`config.mk`:
```
export PLATFORM = sky130hd
export DESIGN_NAME = risc16_mc_control_flat
export DESIGN_NICKNAME = d
export VERILOG_FILES = /design/src/rtl/risc16_mc_control_if.sv /design/src/rtl/risc16_mc_control.sv /design/src/flat_wrapper.sv
export SDC_FILE = /design/constraint.sdc
export NUM_CORES = 1
export LEC_CHECK = 0
export CORE_MARGIN = 2
export CORE_UTILIZATION = 40
export DETAILED_ROUTE_END_ITERATION = 8
export PLACE_DENSITY = 0.84
export SYNTH_ARGS = -nofsm -noshare
export SYNTH_HDL_FRONTEND = slang
export SYNTH_SLANG_ARGS = --single-unit
```
`constraint.sdc`:
```
create_clock -name clk -period 2.64 [get_ports clk]
set_clock_uncertainty 0.05 [all_clocks]
set_input_delay 0.792 -clock clk [delete_from_list [all_inputs] [get_ports clk]]
set_output_delay 0.792 -clock clk [all_outputs]
set_load 0.02 [all_outputs]
```
`src/rtl/risc16_mc_control_if.sv`:
```
// ---------------------------------------------------------------------------
// risc16_mc_control_if
//   Shared instruction/data memory handshake between the RiSC-16 multi-cycle
//   controller (master) and the memory port (slave).
//   mem_req      request, held until mem_ack
//   mem_we       1 = write, meaningful only with mem_req
//   mem_addr_sel address mux: 0 = PC, 1 = ALUOut
//   mem_ack      request completes this cycle (may coincide with mem_req rise)
//
//   Also provides the ALU funct codes used by the controller.
// ---------------------------------------------------------------------------
`ifndef ALU_FUNCT_LEN
`define ALU_FUNCT_LEN 2
`define ALU_ADD   2'd0
`define ALU_NAND  2'd1
`define ALU_PASSA 2'd2
`define ALU_SUB   2'd3
`endif

interface risc16_mc_control_if;
   logic mem_req;
   logic mem_we;
   logic mem_addr_sel;
   logic mem_ack;

   modport master (output mem_req, mem_we, mem_addr_sel, input mem_ack);
   modport slave  (input mem_req, mem_we, mem_addr_sel, output mem_ack);
endinterface

```
`src/rtl/risc16_mc_control.sv`:
```
// ---------------------------------------------------------------------------
// risc16_mc_control
//   Multi-cycle control FSM for the RiSC-16 core. Sequences the datapath
//   through FETCH/DECODE/EXEC/MEM/WB, halts on JALR with nonzero imm7, and
//   counts retired instructions.
//
//   clk, reset    clock; synchronous active-high reset
//   opcode        IR[15:13]
//   imm7_nz       IR[6:0] != 0 (selects HALT for JALR)
//   alu_zero      ALU result == 0, resolves BEQ
//   mem           memory handshake (master side)
//   ir_we, mdr_we, pc_we, aluout_we, reg_we   datapath write strobes
//   pc_src        0 = PC+1, 1 = PC+simm7, 2 = regB
//   rf_rd2_sel    0 = rC, 1 = rA
//   alu_src1_sel  0 = regB, 1 = imm10<<6
//   alu_src2_sel  0 = rf port2, 1 = simm7
//   alu_funct     ALU operation
//   wb_sel        0 = ALUOut, 1 = MDR, 2 = PC
//   halted        HALT state reached
//   retired       completed-instruction count (wraps)
// ---------------------------------------------------------------------------
module risc16_mc_control #(
   parameter int CNT_W = 16
) (
   input  logic                      clk,
   input  logic                      reset,
   input  logic [2:0]                opcode,
   input  logic                      imm7_nz,
   input  logic                      alu_zero,
   risc16_mc_control_if.master       mem,
   output logic                      ir_we,
   output logic                      mdr_we,
   output logic                      pc_we,
   output logic [1:0]                pc_src,
   output logic                      rf_rd2_sel,
   output logic                      alu_src1_sel,
   output logic                      alu_src2_sel,
   output logic [`ALU_FUNCT_LEN-1:0] alu_funct,
   output logic                      aluout_we,
   output logic                      reg_we,
   output logic [1:0]                wb_sel,
   output logic                      halted,
   output logic [CNT_W-1:0]          retired
);

   localparam logic [2:0] OP_ADD  = 3'd0;
   localparam logic [2:0] OP_ADDI = 3'd1;
   localparam logic [2:0] OP_NAND = 3'd2;
   localparam logic [2:0] OP_LUI  = 3'd3;
   localparam logic [2:0] OP_SW   = 3'd4;
   localparam logic [2:0] OP_LW   = 3'd5;
   localparam logic [2:0] OP_BEQ  = 3'd6;
   localparam logic [2:0] OP_JALR = 3'd7;

   typedef enum logic [2:0] {
      S_FETCH, S_DECODE, S_EXEC, S_MEM, S_WB, S_HALT
   } state_t;

   state_t state, state_nx;
   logic   retire;

   always_ff @(posedge clk) begin
      if (reset) begin
         state   <= S_FETCH;
         retired <= '0;
      end else begin
         state <= state_nx;
         if (retire) retired <= retired + CNT_W'(1);
      end
   end

   // Outputs stay at their defaults for the whole reset cycle, so a pending
   // memory request is dropped and no partial write can escape.
   always_comb begin
      state_nx         = state;
      mem.mem_req      = 1'b0;
      mem.mem_we       = 1'b0;
      mem.mem_addr_sel = 1'b0;
      ir_we            = 1'b0;
      mdr_we           = 1'b0;
      pc_we            = 1'b0;
      pc_src           = 2'd0;
      rf_rd2_sel       = 1'b0;
      alu_src1_sel     = 1'b0;
      alu_src2_sel     = 1'b0;
      alu_funct        = `ALU_ADD;
      aluout_we        = 1'b0;
      reg_we           = 1'b0;
      wb_sel           = 2'd0;
      if (!reset) begin
         case (state)
            S_FETCH: begin
               mem.mem_req = 1'b1;
               if (mem.mem_ack) begin
                  ir_we    = 1'b1;
                  pc_we    = 1'b1;
                  state_nx = S_DECODE;
               end
            end
            S_DECODE: begin
               rf_rd2_sel = (opcode == OP_SW) || (opcode == OP_BEQ);
               state_nx   = (opcode == OP_JALR && imm7_nz) ? S_HALT : S_EXEC;
            end
            S_EXEC: begin
               rf_rd2_sel = (opcode == OP_SW) || (opcode == OP_BEQ);
               aluout_we  = (opcode != OP_BEQ) && (opcode != OP_JALR);
               state_nx   = S_WB;
               case (opcode)
                  OP_ADD:  ;
                  OP_ADDI: alu_src2_sel = 1'b1;
                  OP_NAND: alu_funct = `ALU_NAND;
                  OP_LUI: begin
                     alu_funct    = `ALU_PASSA;
                     alu_src1_sel = 1'b1;
                  end
                  OP_SW, OP_LW: begin
                     alu_src2_sel = 1'b1;
                     state_nx     = S_MEM;
                  end
                  OP_BEQ: begin
                     alu_funct = `ALU_SUB;
                     if (alu_zero) begin
                        pc_we  = 1'b1;
                        pc_src = 2'd1;
                     end
                     state_nx = S_FETCH;
                  end
                  default: begin
                     // JALR: link write sees the PC before this cycle's update
                     reg_we   = 1'b1;
                     wb_sel   = 2'd2;
                     pc_we    = 1'b1;
                     pc_src   = 2'd2;
                     state_nx = S_FETCH;
                  end
               endcase
            end
            S_MEM: begin
               mem.mem_req      = 1'b1;
               mem.mem_addr_sel = 1'b1;
               mem.mem_we       = (opcode == OP_SW);
               if (mem.mem_ack) begin
                  if (opcode == OP_SW) state_nx = S_FETCH;
                  else begin
                     mdr_we   = 1'b1;
                     state_nx = S_WB;
                  end
               end
            end
            S_WB: begin
               reg_we   = 1'b1;
               wb_sel   = (opcode == OP_LW) ? 2'd1 : 2'd0;
               state_nx = S_FETCH;
            end
            default: ;  // HALT: no strobes, wait for reset
         endcase
      end
   end

   assign retire = !reset && (state_nx == S_FETCH) &&
                   (state == S_EXEC || state == S_MEM || state == S_WB);
   assign halted = (state == S_HALT);

endmodule

```
`src/flat_wrapper.sv`:
```
// flat-port wrapper written by rule: the top's interface ports become plain ports
module risc16_mc_control_flat 
#(
   parameter int CNT_W = 16
)
  (clk, reset, opcode, imm7_nz, alu_zero, ir_we, mdr_we, pc_we, pc_src, rf_rd2_sel, alu_src1_sel, alu_src2_sel, alu_funct, aluout_we, reg_we, wb_sel, halted, retired, mem_mem_req, mem_mem_we, mem_mem_addr_sel, mem_mem_ack);
  risc16_mc_control_if mem_i ();
  input  logic clk;
  input  logic reset;
  input  logic [2:0] opcode;
  input  logic imm7_nz;
  input  logic alu_zero;
  output logic ir_we;
  output logic mdr_we;
  output logic pc_we;
  output logic [1:0] pc_src;
  output logic rf_rd2_sel;
  output logic alu_src1_sel;
  output logic alu_src2_sel;
  output logic [`ALU_FUNCT_LEN-1:0] alu_funct;
  output logic aluout_we;
  output logic reg_we;
  output logic [1:0] wb_sel;
  output logic halted;
  output logic [CNT_W-1:0] retired;
  output wire logic [$bits(mem_i.mem_req)-1:0] mem_mem_req;
  output wire logic [$bits(mem_i.mem_we)-1:0] mem_mem_we;
  output wire logic [$bits(mem_i.mem_addr_sel)-1:0] mem_mem_addr_sel;
  input wire logic [$bits(mem_i.mem_ack)-1:0] mem_mem_ack;
  assign mem_mem_req = mem_i.mem_req;
  assign mem_mem_we = mem_i.mem_we;
  assign mem_mem_addr_sel = mem_i.mem_addr_sel;
  assign mem_i.mem_ack = mem_mem_ack;
  risc16_mc_control #(.CNT_W(CNT_W)) u_core (.clk(clk), .reset(reset), .opcode(opcode), .imm7_nz(imm7_nz), .alu_zero(alu_zero), .mem(mem_i), .ir_we(ir_we), .mdr_we(mdr_we), .pc_we(pc_we), .pc_src(pc_src), .rf_rd2_sel(rf_rd2_sel), .alu_src1_sel(alu_src1_sel), .alu_src2_sel(alu_src2_sel), .alu_funct(alu_funct), .aluout_we(aluout_we), .reg_we(reg_we), .wb_sel(wb_sel), .halted(halted), .retired(retired));
endmodule
```
# [Word-level counts from Yosys, hierarchy flattened]
# Cells that the tools add are included.
[word_totals] register_bits=19 elab_cells=83 out_inout_bits=34
[op_classes] reduce_logical=18 mux=48 eq_ne=14 add_sub_neg=1
[op_table] op="$mux W1" count=29
[op_table] op="$eq A3 B3 Y1 const B" count=6
[op_table] op="$add A16 B1 Y16 const B" count=1
[op_table] op="$mux W3" count=5
[op_table] op="$pmux W3 S5" count=1
[op_table] op="$eq A3 B2 Y1 const B" count=4
[op_table] op="$mux W2" count=6
[op_table] op="$logic_not A3 Y1" count=3
[op_table] op="$pmux W2 S2" count=2
[op_table] op="$reduce_or A7 Y1" count=1
[op_table] op="$eq A3 B1 Y1 const B" count=2
[op_table] op="$ne A3 B3 Y1 const B" count=2
[op_table] op="$pmux W1 S2" count=3
[op_table] op="$pmux W2 S3" count=1
[op_table] op="$pmux W3 S2" count=1
[op_table] op="$reduce_or A2 Y1" count=3
[op_table] op="$reduce_or A6 Y1" count=1
[op_table] op="$logic_and A1 B1 Y1" count=4
[op_table] op="$reduce_or A4 Y1" count=1
[op_table] op="$logic_or A1 B1 Y1" count=3
[op_table] op="$reduce_or A3 Y1" count=1
[op_table] op="$logic_not A1 Y1" count=1

# [Depth between registers and ports, before layout]
# Gate-level depths: netlist (run 1).
[logic_depth] word_depth=8 ltp_mapped=8 ltp_nobuf=6

# [Worst setup path after synthesis (run 1)]
# Ideal clock, no wire load.
[synth_path] path_type="input port to output port" startpoint="input opcode[2]" endpoint="output pc_we" arrival_ns=2.570 slack_ns=-0.772 path_buffers=1 stages=4 cell_sequence="buf_4 -> nand2_1 -> or4_1 -> a2111oi_0"
[synth_between] elab_chain_len=5
[synth_rtl] item="start, declared" line="flat_wrapper.sv:10" text="input logic [2:0] opcode;"
[synth_rtl] item="$eq A3 B1 Y1 (tied with other cells)" line="risc16_mc_control.sv:108" text="case (opcode)"
[synth_rtl] item="$reduce_or A6 Y1 (no line)"
[synth_rtl] item="$pmux W1 S2 (*)" line="risc16_mc_control.sv:108"
[synth_rtl] item="$pmux W1 S2 (*)" line="risc16_mc_control.sv:91" text="case (state)"
[synth_rtl] item="$mux W1 (*)" line="risc16_mc_control.sv:90" text="if (!reset) begin"
[synth_rtl] item="end, declared" line="flat_wrapper.sv:15" text="output logic pc_we;"
# Every way passes the cells marked *; elsewhere a longest branch is shown, timed or not.

# [Final worst setup path (run 1)]
[layout_path] startpoint="input alu_zero" endpoint="output pc_we"
[layout_between] elab_chain_len=4
[layout_rtl] item="start, declared" line="flat_wrapper.sv:12" text="input logic alu_zero;"
[layout_rtl] item="$mux W1" line="risc16_mc_control.sv:122" text="if (alu_zero) begin"
[layout_rtl] item="$pmux W1 S2" line="risc16_mc_control.sv:108"
[layout_rtl] item="$pmux W1 S2" line="risc16_mc_control.sv:91"
[layout_rtl] item="$mux W1" line="risc16_mc_control.sv:90"
# No other way between the ends.

==> results of run 1 <==
-- kinds of logic (layout without fill, tap and decap cells) --
logic type               Yosys count  after routing  share of synthesized area (%)
multiplexers                       2              2                          1.758
AND/OR/NAND/NOR                   76             76                          36.50
adder cells (fa/ha/maj)            1              1                          1.034
XOR/XNOR                           3              3                          2.172
AO/OA/AOI/OAI                     38             38                          21.10
flip-flops                        19             19                          31.44
buffers and inverters             15             81                          5.997
-- path summary, 6_finish.rpt --
check	to	cells after the start
min	u_core.retired[14]$_SDFFE_PP0P_	2
max	pc_we	5
max reg2reg	u_core.retired[12]$_SDFFE_PP0P_	9
min reg2reg	u_core.retired[14]$_SDFFE_PP0P_	2
-- cell usage in the layout, fill, tap and decap left out, drive strengths merged, types with 2 or more instances in the layout --
master	instances
o31ai	7
nand2b	4
nor3	4
nor2	14
o41ai	2
nor4	6
nand4	2
nand3b	3
nand2	7
nor3b	2
or2b	2
a21oi	17
xnor2	2
inv	5
nor2b	3
or4	5
or4b	2
buf	49
clkbuf	5
dfxtp	19
nand3	7
o21ai	7
clkdlybuf4s50	17
or2	2
dlygate4sd2	3
or3	9
-- flip-flops by register name, summed over array words and instances (netlist names) --
signal / flops
u_core.state: 3
u_core.retired: 16
-- tightest hold or removal path: stages (launching register included) --
cell and delay, ns:
dfxtp_1 0.35, o41ai_1 0.07, a21oi_1 0.06
-- cells in the mapped netlist, drive strengths merged, types with 5 or more instances --
cell type and count:
nor2 14, o21ai 7, or4 5, clkbuf 6, a21oi 17, or3 9
dfxtp 19, nor4 6, nand2 7, o31ai 7, nand3 7, inv 5
-- final cells by class --
cell class,count,area [sq um],share of cell area [%]
multi-input cells,120,849.6,43.92
repair buffers,72,619.3,32.02
flip-flops and latches,19,381.6,19.73
well taps,31,38.79,2.005
clock buffers,4,26.28,1.358
inverters,5,18.77,0.9702
-- where the power goes --
group | leakage [nW] | internal [mW] | switching, mW | total, mW
Clock | 0.0150 | 0.0588 | 0.0871 | 0.146
Combinational | 0.578 | 0.120 | 0.125 | 0.246
Sequential | 0.154 | 0.295 | 0.0110 | 0.306
Total | 0.747 | 0.474 | 0.223 | 0.697
-- per-layer routing --
metal / vias up / global-route usage [%] / routed length [um]
met1: 699 / 28.15 / 1666
li1: 710 / - / -
met5: - / 0 / 0
met4: 0 / 5.195 / 35
met2: 48 / 41.90 / 2121
met3: 4 / 4.367 / 132
-- what timing repair did --
| item | in CTS | in global routing |
|---|---|---|
| buffers inserted | 3 | 1 |
| gates resized for setup | 107 | 10 |
| pin swaps | 8 | 6 |
| endpoints found under the setup margin | 29 | 14 |
==> impl_metrics.json, run 1 <==
{
  "outcome": "finished, violations left",
  "syn_area_per_cell_sq_um": 7.857,
  "timing.final.ws_setup_ns": -0.1276,
  "crit_path_max_fanout": 2,
  "holdCritStartpoint": "u_core.retired[14]$_SDFFE_PP0P_",
  "gp_congestion": 0.8094,
  "async_reset_ff_share_pct": 0,
  "tightest_slew_ns": 0.5680,
  "rows": 19,
  "first_iter_violations": 72,
  "r2r-start": "u_core.state[0]$_SDFF_PP0_",
  "areaGrowthSynthToFinish_pct": 59.88,
  "drt-vias-per-instance": 5.821,
  "hold_viol_final": 0,
  "seq_area_frac_synth_pct": 31.44,
  "yosys_warnings": 0,
  "maxCapViolCount": 0,
  "start_kind": "primary input",
  "synth.largest_area_cell": "dfxtp_1",
  "cts_buffers": 3,
  "nFillCells": 217,
  "io_pins": 42,
  "p_total_mw": 0.6973,
  "grt_antenna_before_repair": 0,
  "synth_nets": 163,
  "grt_pass1_wl_um": 6154,
  "cp-end-kind": "output pin",
  "num_vias": 1461,
  "synth-main-ff-cell": "dfxtp_1",
  "wl_um": 3955,
  "p_per_area_mw_per_mm2": 360.5,
  "slew_viol_final": 0,
  "cts-root-buf": "clkbuf_4",
  "die_height_um": 59.00,
  "final_util_pct": 68.96,
  "grt_pass1_vias": 1337,
  "rsz0062_at_grt": "yes",
  "grt_overflow": 0,
  "cp_top_family": "simple AND/OR/NAND/NOR gates",
  "post-route-cell-area_sq_mm": 0.001934,
  "ant_nets": 0,
  "drcViolationCount": 0,
  "ctsHoldBuffers": 0,
  "vdd_ir_drop_max_v": 0.0003008,
  "arrival_ns": 1.93,
  "dr.pass1.iters": 4,
  "slowest_stage": "or4_4",
  "fmax_mhz": 361.3,
  "initial_core_util_pct": 43.13,
  "cts.sinks": 19,
  "clockBufferDepth": 2,
  "synth_edf_count": 0,
  "yosys.area.top_type_share_pct": 31.44,
  "synth_cells": 154,
  "cp_num_buf_inv": 2,
  "ys_types": 41,
  "placed_area_sq_mm": 0.001863,
  "placement.io_buffers": 41,
  "crit_path_start": "alu_zero",
  "setup_viol": 1,
  "setup_tns_ns": -0.1276,
  "place_ws_ns": -1.046,
  "drive_gt1_share_pct": 34.55,
  "final_net_count": 230,
  "critPathKind": "in -> out",
  "synth_area_sq_mm": 0.001210,
  "finalNonFillerCells": 251,
  "core_area_sq_mm": 0.002805,
  "max_slew_margin_pct": 61.54,
  "wl_per_cell_um": 15.76,
  "dieArea_sq_mm": 0.003480,
  "ys_seq_elements": 19,
  "grt_max_degree": 22,
  "crit_path_cell_trace": "buf_8 -> nor2_2 -> or4_4 -> a2111oi_4 -> buf_4",
  "slowest_delay_ns": 0.49,
  "clk-insertion-delay-late_ns": 0.29,
  "hpwl_um": 2844,
  "n_antenna_cell": 0,
  "grt_usage_pct": 23.11,
  "path_clk_slew_ns": 0.11,
  "h-tree-depth": 1,
  "ff2ff_setup_slack_ns": 0.41,
  "die_w_um": 59.00,
  "period_share_pct": 104.8,
  "ys_top_cells_by_area": "dfxtp_1 31%, a21oi_1 6.6%, or3_1 4.7%",
  "holdWs_ns": 0.4654,
  "holdCritPathClass": "reg -> reg",
  "cts_tree": "built",
  "violations": "setup timing",
  "leakage_nw": 0.7466,
  "place_inst": 244,
  "finalWorstPathRequiredPeriod_ns": 2.768,
  "cp.required_ns": 1.80
}
(Power assumes the default switching activity.)
==> run 2, diff against run 1 <==
--- a/config.mk
+++ b/config.mk
@@ -6,9 +6,9 @@
 export NUM_CORES = 1
 export LEC_CHECK = 0
 export CORE_MARGIN = 2
-export CORE_UTILIZATION = 40
+export CORE_UTILIZATION = 25
 export DETAILED_ROUTE_END_ITERATION = 8
-export PLACE_DENSITY = 0.84
+export PLACE_DENSITY = 0.6
 export SYNTH_ARGS = -nofsm -noshare
 export SYNTH_HDL_FRONTEND = slang
 export SYNTH_SLANG_ARGS = --single-unit
==> impl_metrics.json, run 2 (synthesis gave the netlist of run 1 again) <==
{
  "outcome": "finished, violations left",
  "violations": "setup timing",
  "fmax_mhz": 368.3,
  "grt_pass1_vias": 1329,
  "rows": 25,
  "hold_viol_final": 0,
  "top_register": "u_core.retired",
  "cp-end-kind": "output pin",
  "r2r-start": "u_core.state[0]$_SDFF_PP0_",
  "cts.sinks": 19,
  "hpwl_um": 2695,
  "core_area_sq_mm": 0.004692,
  "ff2ff_setup_slack_ns": 0.52,
  "io_pins": 42,
  "dieArea_sq_mm": 0.005412,
  "wl_um": 3561,
  "num_vias": 1416,
  "die_w_um": 73.57,
  "tightest_slew_ns": 0.5717,
  "die_height_um": 73.57,
  "slew_viol_final": 0,
  "period_share_pct": 102.8,
  "cts-root-buf": "clkbuf_8",
  "rsz0062_at_grt": "yes",
  "drive_gt1_share_pct": 36.44,
  "critPathKind": "in -> out",
  "crit_path_start": "opcode[0]",
  "cts_buffers": 3,
  "grt_max_degree": 13,
  "p_per_area_mw_per_mm2": 382.8,
  "clockBufferDepth": 2,
  "largest_reg_flops": 16,
  "drt-vias-per-instance": 5.075,
  "leakage_nw": 0.7504,
  "max_slew_margin_pct": 61.29,
  "final_cell_mix": "39 x buf_4, 19 x dfxtp_1, 18 x clkdlybuf4s50_1",
  "ctsHoldBuffers": 0,
  "placement.io_buffers": 41,
  "timing.final.ws_setup_ns": -0.07482,
  "reg.largest.list": "u_core.retired x16, u_core.state x3",
  "maxCapViolCount": 0,
  "wl_per_cell_um": 12.76,
  "final_net_count": 235,
  "ant_nets": 0,
  "finalNonFillerCells": 279,
  "grt_antenna_before_repair": 0,
  "finalWorstPathRequiredPeriod_ns": 2.715,
  "cts_tree": "built",
  "holdCritStartpoint": "u_core.retired[15]$_SDFFE_PP0P_",
  "grt_overflow": 0,
  "holdWs_ns": 0.4311,
  "grt_pass1_wl_um": 6023,
  "h-tree-depth": 1,
  "gp_congestion": 0.7560,
  "path_clk_slew_ns": 0.07,
  "holdCritPathClass": "reg -> reg",
  "setup_viol": 2,
  "initial_core_util_pct": 25.79,
  "place_inst": 271,
  "final_common_cell": "buf_4",
  "n_antenna_cell": 0,
  "crit_path_max_fanout": 2,
  "vdd_ir_drop_max_v": 0.0001239,
  "areaGrowthSynthToFinish_pct": 63.08,
  "first_iter_violations": 84,
  "clk-insertion-delay-late_ns": 0.26,
  "cp.required_ns": 1.80,
  "drcViolationCount": 0,
  "dr.pass1.iters": 4,
  "arrival_ns": 1.87,
  "start_kind": "primary input",
  "grt_usage_pct": 13.96
}
run 2: cell types whose count changed in the layout (fill, tap and decap cells not counted), sizes merged:
cell / change
clkdlybuf4s15: -1
dlymetal6s2s: -1
buf: +6
dlygate4sd2: -1
clkbuf: +1
clkdlybuf4s50: +1
run 2: routing by layer:
metal | wire (um) | part of all wire [%] | GRT usage (%)
met3 | 78 | 2.2 | 2.606
met2 | 1779 | 50 | 23.51
met1 | 1647 | 46 | 18.48
met4 | 55 | 1.5 | 3.030
met5 | 0 | 0 | 0
run 2: worst paths after layout:
kind / to / cells after the start
max: pc_we / 5
min: u_core.retired[15]$_SDFFE_PP0P_ / 2
max reg2reg: u_core.retired[12]$_SDFFE_PP0P_ / 7
min reg2reg: u_core.retired[15]$_SDFFE_PP0P_ / 2
run 2: per-stage QoR:
step / total power, mW / setup slack, ns / setup TNS, ns / utilization [%] / cell area (sq um)
floorplan: 0.4318 / -0.09636 / -0.1241 / - / 1245
global placement: 0.5497 / -0.9671 / -17.86 / 40.96 / 1922
detailed placement: 0.5514 / -0.9849 / -18.46 / 40.96 / 1922
CTS: 0.7623 / -0.1232 / -0.1232 / 42.13 / 1977
global route: 0.7961 / -0.1347 / -0.1793 / 42.05 / 1973
finish: 0.7553 / -0.07482 / -0.08842 / 42.05 / 1973
run 2: worst max-delay path: stages:
cell and delay (ns):
buf_6 0.07, nor2_2 0.04, or4_4 0.49, a2111oi_4 0.29
buf_4 0.19
run 2: what timing repair did:
| action | 4_1_cts | 5_1_grt |
|---|---|---|
| setup endpoints to repair | 30 | 12 |
| buffers inserted | 4 | 0 |
| pin swaps | 7 | 4 |
| gates resized for setup | 99 | 14 |
run 2: area by class of cell:
| type | instances | area (sq um) |
|---|---|---|
| clock buffers | 4 | 45.04 |
| fillers | 492 | 2719 |
| inverters | 5 | 18.77 |
| multi-input cells | 120 | 840.8 |
| flip-flops and latches | 19 | 380.4 |
| well taps | 54 | 67.56 |
| repair buffers | 77 | 620.6 |
run 2: power breakdown:
group          switching (mW)  internal (mW)
Clock                  0.0993          0.107
Sequential            0.00933          0.295
Combinational           0.121          0.123
